## src/rtl/alu_shift_seq_if.sv

```systemverilog
// alu_shift_seq_if
// Groups the operation request and completion signals of alu_shift_seq.
//   master modport (requester): drives start/op/amount/carry_in/data_in,
//                               observes busy/done/result/carry_out.
//   slave modport  (shifter)  : the reverse.
// Parameters WIDTH/AMT_W must match the alu_shift_seq instance.
interface alu_shift_seq_if #(
  parameter int WIDTH = 8,
  parameter int AMT_W = $clog2(WIDTH + 1)
);
  logic             start;
  logic [2:0]       op;
  logic [AMT_W-1:0] amount;
  logic             carry_in;
  logic [WIDTH-1:0] data_in;
  logic             busy;
  logic             done;
  logic [WIDTH-1:0] result;
  logic             carry_out;

  modport master (
    output start, op, amount, carry_in, data_in,
    input  busy, done, result, carry_out
  );

  modport slave (
    input  start, op, amount, carry_in, data_in,
    output busy, done, result, carry_out
  );
endinterface

```

## src/rtl/alu_shift_seq.sv

```systemverilog
// alu_shift_seq
// Multi-bit shift/rotate/zero unit for the ALU operand path. The default
// build steps one bit per clock (start/busy/done handshake); defining the
// macro SHIFT_FAST_EN replaces the stepping with a combinational barrel
// shifter that completes on the accepting edge, with identical results.
// Ports:
//   clk - system clock, rising edge
//   rst - asynchronous active-high reset
//   bus - alu_shift_seq_if.slave: start, op[2:0], amount[AMT_W-1:0],
//         carry_in, data_in[WIDTH-1:0] in; busy, done, result[WIDTH-1:0],
//         carry_out out
// op: 0 PASS, 1 SHL, 2 SHR, 3 ZERO, 4 ROL, 5 ROR, 6 ASR, 7 PASS
module alu_shift_seq #(
  parameter int WIDTH = 8,
  parameter int AMT_W = $clog2(WIDTH + 1)
) (
  input logic           clk,
  input logic           rst,
  alu_shift_seq_if.slave bus
);

  localparam logic [1:0] S_IDLE  = 2'd0;
  localparam logic [1:0] S_SHIFT = 2'd1;
  localparam logic [1:0] S_DONE  = 2'd2;

  localparam logic [2:0] OP_PASS = 3'd0;
  localparam logic [2:0] OP_SHL  = 3'd1;
  localparam logic [2:0] OP_SHR  = 3'd2;
  localparam logic [2:0] OP_ZERO = 3'd3;
  localparam logic [2:0] OP_ROL  = 3'd4;
  localparam logic [2:0] OP_ROR  = 3'd5;
  localparam logic [2:0] OP_ASR  = 3'd6;
  localparam logic [2:0] OP_RSV  = 3'd7;

  // One bit-step; returns {carry, value}. SHL/SHR refill from the latched
  // carry_in on every step, not from the previous step's carry.
  function automatic logic [WIDTH:0] step_f(input logic [WIDTH-1:0] v,
                                            input logic [2:0]       o,
                                            input logic             ci);
    logic [WIDTH:0] r;
    case (o)
      OP_SHL:  r = {v[WIDTH-1], v[WIDTH-2:0], ci};
      OP_SHR:  r = {v[0], ci, v[WIDTH-1:1]};
      OP_ROL:  r = {v[WIDTH-1], v[WIDTH-2:0], v[WIDTH-1]};
      OP_ROR:  r = {v[0], v[0], v[WIDTH-1:1]};
      OP_ASR:  r = {v[0], v[WIDTH-1], v[WIDTH-1:1]};
      default: r = {1'b0, v};
    endcase
    return r;
  endfunction

`ifdef SHIFT_FAST_EN
  // Unrolled chain of single steps so fast results match iterative ones bit
  // for bit, including the carry from the final step.
  function automatic logic [WIDTH:0] barrel_f(input logic [WIDTH-1:0] v,
                                              input logic [2:0]       o,
                                              input logic             ci,
                                              input logic [AMT_W-1:0] n);
    logic [WIDTH:0] r;
    r = {1'b0, v};
    for (int i = 0; i < WIDTH; i++) begin
      if (i < int'(n)) r = step_f(r[WIDTH-1:0], o, ci);
    end
    return r;
  endfunction
`endif

  logic [1:0]       state_q,  state_d;
  logic [AMT_W-1:0] cnt_q,    cnt_d;
  logic [WIDTH-1:0] work_q,   work_d;
  logic [2:0]       op_q,     op_d;
  logic             cin_q,    cin_d;
  logic [WIDTH-1:0] result_q, result_d;
  logic             carry_q,  carry_d;

  logic [AMT_W-1:0] amt_clamp;
  logic             imm;
  logic [WIDTH:0]   step_v;

  always_comb begin
    amt_clamp = (bus.amount > AMT_W'(WIDTH)) ? AMT_W'(WIDTH) : bus.amount;
    // PASS/ZERO/reserved and zero-distance shifts finish on the accepting edge
    imm = (amt_clamp == '0) || (bus.op == OP_PASS) || (bus.op == OP_ZERO) ||
          (bus.op == OP_RSV);
  end

  always_comb begin
    state_d  = state_q;
    cnt_d    = cnt_q;
    work_d   = work_q;
    op_d     = op_q;
    cin_d    = cin_q;
    result_d = result_q;
    carry_d  = carry_q;
    step_v   = step_f(work_q, op_q, cin_q);

    if (state_q == S_SHIFT) begin
      work_d = step_v[WIDTH-1:0];
      cnt_d  = cnt_q - AMT_W'(1);
      if (cnt_q == AMT_W'(1)) begin
        result_d = step_v[WIDTH-1:0];
        carry_d  = step_v[WIDTH];
        state_d  = S_DONE;
      end
    end else if (bus.start) begin
      work_d = bus.data_in;
      op_d   = bus.op;
      cin_d  = bus.carry_in;
      cnt_d  = amt_clamp;
      if (imm) begin
        result_d = (bus.op == OP_ZERO) ? '0 : bus.data_in;
        carry_d  = 1'b0;
        state_d  = S_DONE;
      end else begin
`ifdef SHIFT_FAST_EN
        {carry_d, result_d} = barrel_f(bus.data_in, bus.op, bus.carry_in,
                                       amt_clamp);
        state_d = S_DONE;
`else
        state_d = S_SHIFT;
`endif
      end
    end else begin
      state_d = S_IDLE;
    end
  end

  always_ff @(posedge clk or posedge rst) begin
    if (rst) begin
      state_q  <= S_IDLE;
      cnt_q    <= '0;
      work_q   <= '0;
      op_q     <= '0;
      cin_q    <= 1'b0;
      result_q <= '0;
      carry_q  <= 1'b0;
    end else begin
      state_q  <= state_d;
      cnt_q    <= cnt_d;
      work_q   <= work_d;
      op_q     <= op_d;
      cin_q    <= cin_d;
      result_q <= result_d;
      carry_q  <= carry_d;
    end
  end

`ifdef SHIFT_FAST_EN
  assign bus.busy = 1'b0;
`else
  assign bus.busy = (state_q == S_SHIFT);
`endif
  assign bus.done      = (state_q == S_DONE);
  assign bus.result    = result_q;
  assign bus.carry_out = carry_q;

endmodule

```

## src/flat_wrapper.sv

```systemverilog
// flat-port wrapper written by rule: the top's interface ports become plain ports
module alu_shift_seq_flat 
#(
  parameter int WIDTH = 8,
  parameter int AMT_W = $clog2(WIDTH + 1)
)
  (clk, rst, bus_start, bus_op, bus_amount, bus_carry_in, bus_data_in, bus_busy, bus_done, bus_result, bus_carry_out);
  alu_shift_seq_if #(.WIDTH(WIDTH), .AMT_W(AMT_W)) bus_i ();
  input logic clk;
  input logic rst;
  input wire logic [$bits(bus_i.start)-1:0] bus_start;
  input wire logic [$bits(bus_i.op)-1:0] bus_op;
  input wire logic [$bits(bus_i.amount)-1:0] bus_amount;
  input wire logic [$bits(bus_i.carry_in)-1:0] bus_carry_in;
  input wire logic [$bits(bus_i.data_in)-1:0] bus_data_in;
  output wire logic [$bits(bus_i.busy)-1:0] bus_busy;
  output wire logic [$bits(bus_i.done)-1:0] bus_done;
  output wire logic [$bits(bus_i.result)-1:0] bus_result;
  output wire logic [$bits(bus_i.carry_out)-1:0] bus_carry_out;
  assign bus_i.start = bus_start;
  assign bus_i.op = bus_op;
  assign bus_i.amount = bus_amount;
  assign bus_i.carry_in = bus_carry_in;
  assign bus_i.data_in = bus_data_in;
  assign bus_busy = bus_i.busy;
  assign bus_done = bus_i.done;
  assign bus_result = bus_i.result;
  assign bus_carry_out = bus_i.carry_out;
  alu_shift_seq #(.WIDTH(WIDTH), .AMT_W(AMT_W)) u_core (.clk(clk), .rst(rst), .bus(bus_i));
endmodule
```

## config.mk

```make
export PLATFORM = sky130hd
export DESIGN_NAME = alu_shift_seq_flat
export DESIGN_NICKNAME = d
export VERILOG_FILES = /design/src/rtl/alu_shift_seq_if.sv /design/src/rtl/alu_shift_seq.sv /design/src/flat_wrapper.sv
export SDC_FILE = /design/constraint.sdc
export NUM_CORES = 1
export LEC_CHECK = 0
export ABC_AREA = 0
export CORE_MARGIN = 2
export CORE_UTILIZATION = 30
export CTS_BUF_LIST = sky130_fd_sc_hd__clkbuf_2
export CTS_CLUSTER_DIAMETER = 200
export DETAILED_ROUTE_END_ITERATION = 16
export GPL_TIMING_DRIVEN = 1
export PLACE_DENSITY_LB_ADDON = 0.2
export SLEW_MARGIN = 20
export SYNTH_ARGS = -nofsm -noshare
export SYNTH_HDL_FRONTEND = slang
export SYNTH_SLANG_ARGS = --single-unit
```

## constraint.sdc

```tcl
create_clock -name clk -period 2.7 [get_ports clk]
set_clock_uncertainty 0.2 [all_clocks]
set_input_delay 0.81 -clock clk [delete_from_list [all_inputs] [get_ports clk]]
set_output_delay 0.81 -clock clk [all_outputs]
set_load 0.01 [all_outputs]
```

---- Yosys cells after proc, flatten, opt, wreduce, memory -nomap -nowiden ----
Cells that the tools add are included.
W data, S select, Z words.
word-level totals
  bits in registers ....................... 27
  bits of input ports ..................... 19
  output and inout bits ................... 11
  word-level logic and storage cells ...... 49
operators by class
  add/sub/neg operators ................... 1
  magnitude comparators ................... 1
  eq/ne operators ......................... 11
  muxes and demuxes ....................... 19
  bitwise operators ....................... 1
  reductions and logical operators ........ 9
operators by type and width
  operator               number
  $mux W8                7
  $pmux W9 S5            1
  $eq A3 B3 Y1 const B   4
  $mux W4                3
  $mux W2                4
  $eq A3 B2 Y1 const B   2
  $eq A4 B1 Y1 const B   1
  $gt A4 B4 Y1 const B   1
  $logic_not A4 Y1       1
  $mux W1                4
  $reduce_bool A2 Y1     2
  $sub A4 B1 Y4 const B  1
  $eq A3 B1 Y1 const B   1
  $logic_not A3 Y1       1
  $logic_or A1 B1 Y1     3
  $reduce_and A3 Y1      1
  $eq A2 B1 Y1 const B   1
  $eq A2 B2 Y1 const B   1
  $ne A2 B1 Y1 const B   1
  $reduce_and A2 Y1      1
  $not A1 Y1             1

---- Longest topological paths before layout ----
Gate-level depths: netlist of run 1.
  word-level depth ........................ 9
  gate-level depth with buffers ........... 7
  gate-level depth less buffers ........... 6

---- Least setup slack after synthesis of run 1 ----
OpenSTA, ideal clock, no wires.
  kind .................................... input -> register
  start ................................... input bus_op[0]
  end ..................................... register u_core.carry_q (netlist: u_core.bus.carry_out)
  library setup time ...................... 0.125 ns
  data arrival time ....................... 1.849 ns
  data required time ...................... 2.375 ns
  path slack .............................. 0.526 ns
  stages .................................. 4
  path buffers ............................ 1
  path through ............................ a2111o_1 -> and2_4 -> buf_6 -> mux2_4
on the way
  longest elaborated chain between the ends .. 6
  elaborated cells on any way between the ends .. 8
  classes of those cells .................. eq/ne (2); reduce/logical (6)
ends and longest elaborated chain
  what                                     RTL line              RTL
  start, declared                          flat_wrapper.sv:12    input wire logic [$bits(bus_i.op)-1:0] bus_op;
  $logic_not A3 Y1                         alu_shift_seq.sv:83   imm = (amt_clamp == '0) || (bus.op == OP_PASS) || (bus.op == OP_ZERO) ||
  $logic_or A1 B1 Y1 (2 in series)         alu_shift_seq.sv:83
  $logic_or A1 B1 Y1 (*)                   alu_shift_seq.sv:83
  $reduce_bool A2 Y1 (no source line) (*)  n/a
  $reduce_and A3 Y1 (no source line) (*)   n/a
  end signal, assigned                     alu_shift_seq.sv:144  carry_q <= carry_d;
  end, declared                            alu_shift_seq.sv:74   logic carry_q, carry_d;
Mark *: on every way between the ends. The rest lies on a longest branch, timed or not.
A chain may end at the register's enable or synchronous reset.

---- Worst setup path in the final report of run 1 ----
  start ................................... register u_core.state_q[1]
  end ..................................... output bus_busy
on the way
  longest elaborated chain between the ends .. 1
ends and longest elaborated chain
  what                    RTL line              RTL
  start, declared         alu_shift_seq.sv:68   logic [1:0] state_q, state_d;
  start signal, assigned  alu_shift_seq.sv:138  state_q <= state_d;
  $eq A2 B1 Y1            alu_shift_seq.sv:151  assign bus.busy = (state_q == S_SHIFT);
  end, declared           flat_wrapper.sv:16    output wire logic [$bits(bus_i.busy)-1:0] bus_busy;
Every way passes these cells.

==> results of run 1 <==
-- worst register-to-register path, cell delays in order, from the launching register on --
cell	delay [ps]
dfrtp_1	610
buf_4	250
nor2b_1	420
a32oi_1	200
a32o_1	250
mux2_4	250
-- cell usage in the layout (no fill, tap or decap), types with 4 or more instances in the layout --
cell type	n
inv_1	12
a31oi_1	9
dfrtp_1	27
o21ai_0	12
clkdlybuf4s50_1	29
buf_4	12
nor3_1	6
mux2_4	4
nand3_1	5
mux2_1	4
nand2_1	12
nor2b_1	4
mux2i_1	8
nor2_1	10
a21oi_1	18
clkbuf_2	4
-- registers in the layout, indices dropped and copies added (netlist names) --
register / flops
u_core.bus.carry_out: 1
u_core.bus.result: 8
u_core.cin_q: 1
u_core.cnt_q: 4
u_core.op_q: 3
u_core.state_q: 2
u_core.work_q: 8
-- metrics by stage --
step / std cells / total power, mW
CTS: 290 / 2.62
global placement: 286 / 2.46
floorplan: 185 / 1.95
detailed placement: 286 / 2.46
finish: 290 / 2.60
global route: 290 / 2.86
-- layout make-up --
| cell class | count | area, sq um |
|---|---|---|
| fillers | 594 | 3390 |
| multi-input cells | 133 | 937 |
| flip-flops and latches | 27 | 676 |
| repair buffers | 41 | 380 |
| well taps | 72 | 90.1 |
| inverters | 13 | 51.3 |
| clock buffers | 4 | 20.0 |
-- layer usage --
layer  vias up  routed length (um)  GRT usage, %
li1        754                   -             -
met2        43                1970          25.0
met4         0                  30          2.03
met5         -                   0             0
met1       751                2120          20.9
met3         4                 230          3.03
-- path summary, 6_finish.rpt --
kind	depth (start not counted)	from	slack, ps	to
max	3	u_core.state_q[1]$_DFFE_PP0P_	100	bus_busy
max reg2reg	5	u_core.op_q[2]$_DFFE_PP0P_	430	u_core.bus.result[6]$_DFFE_PP0P_
max in group asynchronous	3	rst	1470	u_core.bus.result[2]$_DFFE_PP0P_
min in group asynchronous	3	rst	560	u_core.cnt_q[1]$_DFFE_PP0P_
min reg2reg	1	u_core.cnt_q[2]$_DFFE_PP0P_	350	u_core.cnt_q[2]$_DFFE_PP0P_
min	1	u_core.cnt_q[2]$_DFFE_PP0P_	350	u_core.cnt_q[2]$_DFFE_PP0P_
-- power by group through the flow --
stage	logic, mW	clock network (mW)	registers (mW)
after CTS	1.60	0.168	0.860
after floorplan	1.16	0	0.786
after global placement	1.59	0	0.868
after detailed placement	1.59	0	0.871
after global routing	1.76	0.191	0.904
final	1.59	0.161	0.857
-- logic make-up after synthesis --
group	share of synthesized area (%)
compound gates	22.7
xor+xnor	0.504
fa+ha+maj	1.44
buf+inv	7.13
flops	38.9
mux	15.2
simple gates	14.1
==> results.toml, run 1 <==
[synth]
yosysUniqueCellTypes = 46
synth_nets = 206
synth_top_area_share_pct = 38.9
synthArstFlopShare_pct = 100
synthFlopType = "dfrtp_1"
yosysTopAreaCell = "dfrtp_1"
ys_ff_latch = 27
yosysWarnings = 0
syn_area_per_cell_sq_um = 9.39
synth_edf_count = 0
syn-cell-area_sq_um = 1740
syn_inst = 185
synth_most_common_cell = "dfrtp_1"
ys_seq_area_share_pct = 38.9
ys_top_cells_by_count = "27 x dfrtp_1, 18 x a21oi_1, 12 x inv_1, 12 x nand2_1, 12 x o21ai_0"
synth_area_leaders = "dfrtp_1 39%, a21oi_1 5.2%, mux2i_1 4.6%, o21ai_0 3.5%, mux2_4 3.5%"

[final_layout]
area_growth_pct = 24.1
postLayoutCoreUtil_pct = 38.9
fin_area_sq_um = 2150
drive_gt1_share_pct = 13.3
fin_nets = 240
insertedDiodeCount = 0

[grt]
grt_pass1_vias = 1533
grt_pass1_wl_mm = 7.63
antenna_found_initial = 0
grt_max_degree = 28
grt_overflow = 0
track_usage_pct = 15.1

[clock_network]
clk_pin_slew_worst_paths_ps = 270
clockBufferDepth = 2
cts.sinks = 27
cts_tree = "yes"
numCtsBuffers = 3
post-cts-setup-buffers = 0
htreeDepth = 1
clockRootBuffer = "clkbuf_2"
postCtsHoldBufs = 0
cts-resized-gates = 0
clk_latency_ps = 360

[die]
die_area_sq_um = 6410
floorplan.initialDensity_pct = 31.3
core_sq_um = 5540
die_h_um = 80.1
die_w_um = 80.1
fp-row-count = 27
io_pins = 30

[worst_setup_path]
cp.arrival_ps = 1590
crit_type = "reg -> out"
path_max_fanout = 2
cp_slowest_stage_delay_ps = 520
path_buf_inv = 2
cp_slowest_cell = "clkdlybuf4s50_1"
start_kind = "flop"
crit_family = "buffers and inverters"
crit_path_cell_trace = "nand2b_2 -> inv_4 -> clkdlybuf4s50_1"
required_ps = 1690
end_kind = "output port"

[placed_design]
io_buffers = 29
post_dp_cell_area_sq_um = 2130
gp_congestion = 0.818
post-place-ws_ps = 98.1
dpl.hpwl_mm = 3.30

[power]
p_sw_mw = 1.15
pwr-share-clk_pct = 6.2
power_frac_comb_pct = 60.9
p_per_area_nw_per_um2 = 1210
power.leakage_nw = 0.908
switching_share_pct = 44.1
share_seq_of_total_power_pct = 32.9
intPower_mw = 1.45
vdd_ir_drop_max_mv = 0.511

[sta]
slew_viol_final = 0
tightest_slew_ps = 459
maxSlewHeadroom_pct = 69.3
hold_viol = 0
setup_slack_ps = 100
grt_setup_unrepaired = "no"
setup_tns_ps = 0
holdWs_ps = 350
finalCritPeriodShare_pct = 96.3
setup_viol = 0
clock.fmax_mhz = 385
period_minus_slack_ps = 2600

[route]
post_drt_wl_per_cell_um = 15.0
vias_per_cell = 5.35
dr_total_vias = 1552
wl_mm = 4.36
drtPass1Iterations = 4
drcViolationCount = 0
drtIter0Drc = 122
antenna_left = 0

[hold_path]
worstHoldPathType = "reg -> reg"

[status]
outcome = "finished clean"

[flow_run]
drv_cap = 0
(Power assumes the default switching activity.)
==> run 2: changes to the inputs <==
--- a/config.mk
+++ b/config.mk
@@ -6,14 +6,15 @@
 export NUM_CORES = 1
 export LEC_CHECK = 0
 export ABC_AREA = 0
+export CORE_ASPECT_RATIO = 0.5
 export CORE_MARGIN = 2
-export CORE_UTILIZATION = 30
+export CORE_UTILIZATION = 37
 export CTS_BUF_LIST = sky130_fd_sc_hd__clkbuf_2
 export CTS_CLUSTER_DIAMETER = 200
 export DETAILED_ROUTE_END_ITERATION = 16
 export GPL_TIMING_DRIVEN = 1
 export PLACE_DENSITY_LB_ADDON = 0.2
-export SLEW_MARGIN = 20
+export SLEW_MARGIN = 40
 export SYNTH_ARGS = -nofsm -noshare
 export SYNTH_HDL_FRONTEND = slang
 export SYNTH_SLANG_ARGS = --single-unit
==> run 2 against run 1 <==
Setup slack better by 30 ps. Largest power group unchanged. Die area is 18% lower. Clock power about the same. Critical path depth stayed put. Core utilization grew 9.0 points. Sequential share of layout area grew 0.39 points. Power fell by 0.59%. Design area shrank 1.2%.
==> results.toml, run 2 (synthesis gave the netlist of run 1 again) <==
[final_layout]
mostFrequentLayoutCell = "clkdlybuf4s50_1"
fill_cells = 445
drive_gt1_share_pct = 12.9
fin_nets = 239
insertedDiodeCount = 0
final_cell_mix = "29 x clkdlybuf4s50_1, 27 x dfrtp_1, 18 x a21oi_1"
area_growth_pct = 22.6

[die]
die_w_um = 101
die_h_um = 52.4
io_pins = 30
core_sq_um = 4450
floorplan.initialDensity_pct = 39.1
die_area_sq_um = 5290
fp-row-count = 17

[worst_setup_path]
required_ps = 1690
start_kind = "flop"
end_kind = "output port"
path_max_fanout = 2
cp.arrival_ps = 1560
crit_type = "reg -> out"

[hold_path]
worstHoldPathType = "reg -> reg"

[clock_network]
cts.sinks = 27
post-cts-setup-buffers = 0
clk_latency_ps = 360
cts-resized-gates = 0
cts_tree = "yes"
clockRootBuffer = "clkbuf_2"
numCtsBuffers = 3
htreeDepth = 1
postCtsHoldBufs = 0
clockBufferDepth = 2
clk_pin_slew_worst_paths_ps = 260

[grt]
track_usage_pct = 17.9
grt_overflow = 0
grt_pass1_vias = 1454
grt_max_degree = 28
grt_pass1_wl_mm = 7.31
antenna_found_initial = 0

[route]
dr_total_vias = 1541
wl_mm = 4.28
drtIter0Drc = 80
vias_per_cell = 5.62
antenna_left = 0
post_drt_wl_per_cell_um = 15.6
drcViolationCount = 0
drtPass1Iterations = 4

[power]
finalPower_mw = 2.59
switching_share_pct = 44.2
share_seq_of_total_power_pct = 33.7
p_sw_mw = 1.14
intPower_mw = 1.44
pwr-share-clk_pct = 6.1
power_frac_comb_pct = 60.2
p_per_area_nw_per_um2 = 1220
power.leakage_nw = 0.903
vdd_ir_drop_max_mv = 0.436

[sta]
setup_tns_ps = 0
clock.fmax_mhz = 389
hold_viol = 0
finalCritPeriodShare_pct = 95.2
grt_setup_unrepaired = "no"
tightest_slew_ps = 545
maxSlewHeadroom_pct = 63.6
period_minus_slack_ps = 2570
slew_viol_final = 0
setup_viol = 0

[placed_design]
io_buffers = 29
dpl.hpwl_mm = 3.24
gp_congestion = 0.880

[status]
outcome = "finished clean"

[flow_run]
drv_cap = 0
-- run 2: worst max-delay path, stage by stage (launching register included) --
cell	delay (ps)
dfrtp_1	420
nand2b_2	200
inv_4	60
clkdlybuf4s50_1	540
-- run 2: layer usage --
layer  part of all wire (%)  GRT usage (%)  vias up
met2                     42           27.7       48
li1                       -              -      748
met3                    7.0           3.33        2
met5                      0              0        -
met1                     50           26.8      743
met4                   0.44           2.03        0
-- run 2: through the flow --
stage               hold WS, ps  instances  util [%]  area [sq um]  setup WS, ps
floorplan                   265        185         -          1740           526
CTS                         351        274      47.9          2130          92.0
global placement            296        270      47.4          2110           109
finish                      346        274      47.9          2130           130
detailed placement          295        270      47.4          2110          61.6
global route                378        274      47.9          2130          17.3
-- run 2: final timing paths --
kind,from,end,slack [ps],cells after the start
min in group asynchronous,rst,u_core.bus.result[1]$_DFFE_PP0P_,560,3
worst max register to register,u_core.op_q[1]$_DFFE_PP0P_,u_core.bus.result[6]$_DFFE_PP0P_,490,4
worst min register to register,u_core.bus.result[2]$_DFFE_PP0P_,u_core.bus.result[2]$_DFFE_PP0P_,350,1
worst min-delay path,u_core.bus.result[2]$_DFFE_PP0P_,u_core.bus.result[2]$_DFFE_PP0P_,350,1
max in group asynchronous,rst,u_core.bus.result[7]$_DFFE_PP0P_,1460,3
worst max-delay path,u_core.state_q[1]$_DFFE_PP0P_,bus_busy,130,3
-- run 2: cell type report --
| type | instances | area [sq um] | share of cell area [%] |
|---|---|---|---|
| Inverter | 13 | 51.3 | 2.41 |
| Timing Repair Buffer | 40 | 373 | 17.5 |
| Clock buffer | 4 | 20.0 | 0.941 |
| Sequential cell | 27 | 676 | 31.7 |
| Tap cell | 57 | 71.3 | 3.35 |
| Multi-Input combinational cell | 133 | 937 | 44.0 |
-- run 2: power by group through the flow --
stage / clock network [mW] / logic [mW] / registers (mW)
2_1_floorplan: 0 / 1.16 / 0.786
3_3_place_gp: 0 / 1.54 / 0.878
3_5_place_dp: 0 / 1.56 / 0.884
4_1_cts: 0.168 / 1.57 / 0.873
5_1_grt: 0.187 / 1.73 / 0.923
6_report: 0.158 / 1.56 / 0.872
==> run 3: changes to the inputs <==
--- a/config.mk
+++ b/config.mk
@@ -13,6 +13,7 @@
 export CTS_CLUSTER_DIAMETER = 200
 export DETAILED_ROUTE_END_ITERATION = 16
 export GPL_TIMING_DRIVEN = 1
+export HOLD_SLACK_MARGIN = 0.15
 export PLACE_DENSITY_LB_ADDON = 0.2
 export SLEW_MARGIN = 40
 export SYNTH_ARGS = -nofsm -noshare
==> results of run 3 <==
Same layout as run 2: the final DEF is identical, and so are final timing and power.
